**src/rtl/ternary_pkg.sv**
```systemverilog
// Shared encodings, op codes, FSM states and trit decode for the serial ternary ALU.
// Optional invalid-code checking in the top is enabled by TERNARY_INVALID_CHECK_EN.
package ternary_pkg;

   localparam logic [1:0] T0    = 2'b00;
   localparam logic [1:0] T1    = 2'b01;
   localparam logic [1:0] T2    = 2'b10;
   localparam logic [1:0] T_INV = 2'b11;

   localparam logic OP_ADD = 1'b0;
   localparam logic OP_MIN = 1'b1;

   typedef enum logic [1:0] {
      IDLE = 2'd0,
      RUN  = 2'd1,
      DONE = 2'd2
   } state_e;

   // Invalid code reads as zero so arithmetic never sees it.
   function automatic logic [1:0] trit_dec(input logic [1:0] t);
      unique case (t)
         T0:      trit_dec = 2'd0;
         T1:      trit_dec = 2'd1;
         T2:      trit_dec = 2'd2;
         T_INV:   trit_dec = 2'd0;
         default: trit_dec = 2'd0;
      endcase
   endfunction

endpackage

```
**src/rtl/ternary_serial_alu_full_adder.sv**
```systemverilog
// Single-trit unbalanced-ternary full adder.
// Carry in/out are trit codes (T0 or T1).
module ternary_full_adder
   import ternary_pkg::*;
(
   input  logic [1:0] a,
   input  logic [1:0] b,
   input  logic [1:0] cin,
   output logic [1:0] digit,
   output logic [1:0] cout
);

   logic [2:0] s;

   // Sum of decoded trits, reduced mod 3 with carry.
   always_comb begin
      s = {1'b0, trit_dec(a)} + {1'b0, trit_dec(b)} + {1'b0, trit_dec(cin)};
      if (s >= 3'd3) begin
         digit = 2'(s - 3'd3);
         cout  = T1;
      end else begin
         digit = s[1:0];
         cout  = T0;
      end
   end

endmodule

```
**src/rtl/ternary_serial_alu.sv**
```systemverilog
// Serial ternary ALU: ADD or trit-wise MIN, one trit per clock, LSB first.
// Define TERNARY_INVALID_CHECK_EN to add the error port and invalid-code check.
module ternary_serial_alu
   import ternary_pkg::*;
#(
   parameter int NTRITS = 8
) (
   input  logic                clk,
   input  logic                rst_n,
   input  logic                in_valid,
   output logic                in_ready,
   input  logic                op,
   input  logic [2*NTRITS-1:0] a,
   input  logic [2*NTRITS-1:0] b,
   output logic                out_valid,
   input  logic                out_ready,
   output logic [2*NTRITS-1:0] result,
   output logic [1:0]          carry_out
`ifdef TERNARY_INVALID_CHECK_EN
   ,output logic               error
`endif
);

   localparam int W  = 2 * NTRITS;
   localparam int IW = (NTRITS > 1) ? $clog2(NTRITS) : 1;
   localparam logic [IW-1:0] LAST = IW'(NTRITS - 1);

   state_e        state;
   logic [IW-1:0] idx;
   logic [1:0]    c;
   logic [W-1:0]  a_q;
   logic [W-1:0]  b_q;
   logic          op_q;

   logic [1:0] a_t;
   logic [1:0] b_t;
   logic [1:0] a_v;
   logic [1:0] b_v;
   logic [1:0] min_d;
   logic [1:0] fa_digit;
   logic [1:0] fa_cout;
   logic [1:0] digit;
   logic [1:0] c_next;

`ifdef TERNARY_INVALID_CHECK_EN
   function automatic logic has_inv(input logic [W-1:0] v);
      has_inv = 1'b0;
      for (int i = 0; i < NTRITS; i++)
         if (v[2*i +: 2] == T_INV)
            has_inv = 1'b1;
   endfunction
`endif

   ternary_full_adder u_fa (
      .a     (a_t),
      .b     (b_t),
      .cin   (c),
      .digit (fa_digit),
      .cout  (fa_cout)
   );

   // Select the current trit pair and form the next digit and carry.
   always_comb begin
      a_t   = a_q[{idx, 1'b0} +: 2];
      b_t   = b_q[{idx, 1'b0} +: 2];
      a_v   = trit_dec(a_t);
      b_v   = trit_dec(b_t);
      min_d = (a_v < b_v) ? a_v : b_v;
      if (op_q == OP_MIN) begin
         digit  = min_d;
         c_next = T0;
      end else begin
         digit  = fa_digit;
         c_next = fa_cout;
      end
   end

   // Control FSM with registered handshake outputs and result.
   always_ff @(posedge clk or negedge rst_n) begin
      if (!rst_n) begin
         state     <= IDLE;
         in_ready  <= 1'b0;
         out_valid <= 1'b0;
         result    <= '0;
         carry_out <= T0;
         idx       <= '0;
         c         <= T0;
         a_q       <= '0;
         b_q       <= '0;
         op_q      <= OP_ADD;
`ifdef TERNARY_INVALID_CHECK_EN
         error     <= 1'b0;
`endif
      end else begin
         unique case (state)
            IDLE: begin
               in_ready <= 1'b1;
               if (in_valid && in_ready) begin
                  a_q      <= a;
                  b_q      <= b;
                  op_q     <= op;
                  idx      <= '0;
                  c        <= T0;
                  in_ready <= 1'b0;
                  state    <= RUN;
`ifdef TERNARY_INVALID_CHECK_EN
                  error    <= has_inv(a) | has_inv(b);
`endif
               end
            end
            RUN: begin
               result[{idx, 1'b0} +: 2] <= digit;
               c   <= c_next;
               idx <= idx + 1'b1;
               if (idx == LAST) begin
                  carry_out <= c_next;
                  out_valid <= 1'b1;
                  state     <= DONE;
               end
            end
            DONE: begin
               if (out_ready) begin
                  out_valid <= 1'b0;
                  in_ready  <= 1'b1;
                  state     <= IDLE;
               end
            end
            default: begin
               state    <= IDLE;
               in_ready <= 1'b0;
            end
         endcase
      end
   end

endmodule

```
**config.mk**
```make
export PLATFORM = sky130hd
export DESIGN_NAME = ternary_serial_alu
export DESIGN_NICKNAME = d
export VERILOG_FILES = /design/src/rtl/ternary_pkg.sv /design/src/rtl/ternary_serial_alu_full_adder.sv /design/src/rtl/ternary_serial_alu.sv
export SDC_FILE = /design/constraint.sdc
export NUM_CORES = 1
export LEC_CHECK = 0
export BUFFER_PORTS_ARGS = -buffer_cell sky130_fd_sc_hd__clkbuf_2
export CAP_MARGIN = 25
export CORE_UTILIZATION = 35
export DETAILED_ROUTE_END_ITERATION = 12
export GPL_TIMING_DRIVEN = 0
export SYNTH_ARGS = -nofsm -noshare
export SYNTH_HDL_FRONTEND = slang
export SYNTH_HIERARCHICAL = 1
export SYNTH_SLANG_ARGS = --single-unit
```
**constraint.sdc**
```tcl
create_clock -name clk -period 5.3 [get_ports clk]
set_input_delay 0.265 -clock clk [delete_from_list [all_inputs] [get_ports clk]]
set_output_delay 0.265 -clock clk [all_outputs]
set_load 0.03 [all_outputs]
```
==> results_dict.tcl <==
set metrics [dict create \
    hold_viol_final 0 \
    fin_ws_ps 1220 \
    finalNonFillerCells 390 \
    status "finished, final reports clean" \
    htree_levels 3 \
    wl_mm 5.56 \
    dp_worst_setup_slack_ps 1200 \
    synth_area_leaders "dfrtp_1, mux2_2, mux4_2" \
    final-max-slew-violation-count 0 \
    grt_antenna_before_repair 0 \
    critical_path_required_ps 5520 \
    cts_tree "built" \
    n_fill_cell 731 \
    fin_skew_ps 6.93 \
    wire_per_inst_um 14.2 \
    crit_type "reg -> reg" \
    synthesis.instances 216 \
    hold_path.class "in -> async" \
    tns_ps 0 \
    synthesis.area_sq_um 2910 \
    start_util_pct 36.9 \
    maxCapViolations 0 \
    fin_crit_sh_pct 77.0 \
    ys_warn_count 6 \
    rsz0062_at_grt "no" \
    grt_pass1_vias 1915 \
    tightest_slew_ps 814 \
    drt_iter0_drc 62 \
    io_pins 57 \
    core_area_sq_um 7890 \
    syn_nets 263 \
    synth_compound_area_share_pct 4.22 \
    clk_latency_ps 330 \
    clockRootBuffer "clkbuf_8" \
    max_freq_mhz 245 \
    placed_cells 374 \
    yosysSeqAreaShare_pct 51.6 \
    async_flop_share_pct 100 \
    start_kind "register" \
    numCtsBuffers 9 \
    cts.repair_timing.setup_buffer_count 0 \
    ant_nets 0 \
    synth_common_cells "dfrtp_1, mux2_2, nand2_1" \
    port_buffers 56 \
    grt_max_degree 61 \
    via_per_inst 4.78 \
    end_kind "register" \
    vias 1863 \
    hold-worst-slack_ps 29.0 \
    synth_ff_type "dfrtp_1" \
    track_usage_pct 14.9 \
    synth_adder_area_share_pct 4.82 \
    synth_edf_count 0 \
    syn_area_per_cell_sq_um 13.5 \
    clk_pin_slew_worst_paths_ps 70 \
    yosysTopAreaCell "dfrtp_1" \
    layout-drive-gt1-share_pct 45.8 \
    yosys.area_share.simple_pct 7.27 \
    hold_buffers 0 \
    cts-resized-gates 0 \
    n_antenna_cell 0 \
    setup_viol 0 \
    synthMostInstantiatedCell "dfrtp_1" \
    arrival_ps 4300 \
    clkSinkCount 60 \
    hpwl_mm 4.12 \
    r2r_cells 12 \
    syn_to_final_growth_pct 21.9 \
    cp_max_fo 10 \
    synth_xor_area_share_pct 0.602 \
    synth_seq_cells 60 \
    slew_headroom_pct 45.7 \
    num_rows 32 \
    drc 0 \
    gp_congestion 0.731 \
    period_needed_ps 4080 \
    synth_top_cell_area_share_pct 51.6 \
    overflow 0 \
    firstDrtPassIters 4 \
    synth_top_family_by_area "multiplexers" \
    die-area_sq_um 8680 \
    final_nets 330 \
    die_h_um 93.2 \
    grt_pass1_wl_mm 9.63 \
    synth_cell_type_count 35 \
    cts_buffer_depth 2 \
    muxShareOfSynthArea_pct 28.0 \
    die_w_um 93.2 \
]
## layer usage
layer,vias up,track usage [%],share of wire (%)
li1,894,-,-
met1,909,20.7,47
met2,52,22.1,46
met3,8,4.39,5.2
met4,0,5.77,1.4
met5,-,0,0
## flip-flops by register name, indices dropped and copies added (netlist names)
signal / count
out_valid: 1
result: 16
b_q: 16
in_ready: 1
c: 2
op_q: 1
idx: 3
carry_out: 2
a_q: 16
state: 2
## worst paths after layout
| kind | from | end | slack (ps) |
|---|---|---|---|
| worst max-delay path | idx[1]$_DFFE_PN0P_ | result[9]$_DFFE_PN0P_ | 1220 |
| worst min-delay path | rst_n | b_q[10]$_DFFE_PN0P_ | 30 |
| worst max register to register | idx[1]$_DFFE_PN0P_ | result[9]$_DFFE_PN0P_ | 1220 |
| worst min register to register | result[8]$_DFFE_PN0P_ | result[8]$_DFFE_PN0P_ | 490 |
| max in group asynchronous | rst_n | state[0]$_DFFE_PN0P_ | 4720 |
| min in group clk | a[5] | a_q[5]$_DFFE_PN0P_ | 160 |
## per-stage QoR
stage | instance area, sq um | utilization [%]
CTS | 3540 | 44.9
detailed placement | 3320 | 42.1
finish | 3540 | 44.9
global placement | 3320 | 42.0
global route | 3540 | 44.9
floorplan | 2910 | -
## layout by cell type (no fill, tap or decap), types with 2 or more instances in the layout
cell type | synthesis | layout
mux2_1 | 8 | 8
fa_1 | 2 | 2
mux4_2 | 8 | 8
clkbuf_8 | 0 | 10
nand4_1 | 2 | 2
a21oi_1 | 2 | 2
inv_1 | 11 | 11
buf_6 | 2 | 2
o22ai_1 | 2 | 2
o21bai_1 | 3 | 3
nor2_1 | 7 | 7
mux2_2 | 44 | 44
ha_1 | 8 | 8
clkinvlp_4 | 0 | 2
dfrtp_1 | 60 | 60
xnor2_1 | 2 | 2
o21ai_0 | 5 | 5
nor2b_1 | 2 | 2
bufinv_16 | 0 | 2
o31ai_1 | 2 | 2
nand2b_1 | 9 | 9
nor3_1 | 3 | 3
clkbuf_2 | 0 | 55
clkbuf_1 | 6 | 7
nand2_1 | 13 | 13
nand3_1 | 2 | 2
## kinds of logic (layout without fill, tap and decap cells)
kind of cell | after synthesis | count (layout)
multiplexers | 63 | 63
flip-flops | 60 | 60
AND/OR/NAND/NOR | 42 | 42
buffers and inverters | 21 | 93
AO/OA/AOI/OAI | 17 | 17
adder cells (fa/ha/maj) | 10 | 10
XOR/XNOR | 2 | 2
other | 1 | 1
## worst max-delay path, cell delays in order, from the launching register on
cell and delay (ps):
dfrtp_1 340, clkbuf_1 500, mux4_2 410, mux2_2 320
nand2b_1 180, fa_1 530, inv_1 40, ha_1 300
ha_1 210, nor2_2 180, mux2_4 310, mux2_2 340
mux2_2 280
## final cells by class
class	instances	area, sq um	area share [%]
flip-flops and latches	60	1500	42.4
inverters	12	45.0	1.27
well taps	102	128	3.60
plain buffers	9	52.6	1.48
repair buffers	56	283	7.98
clock buffers	11	141	3.99
multi-input cells	135	1310	36.9
clock inverters	5	83.8	2.37
Power is not shown: default switching activity piles up to over one toggle a cycle in this logic, so the estimate is an artifact.
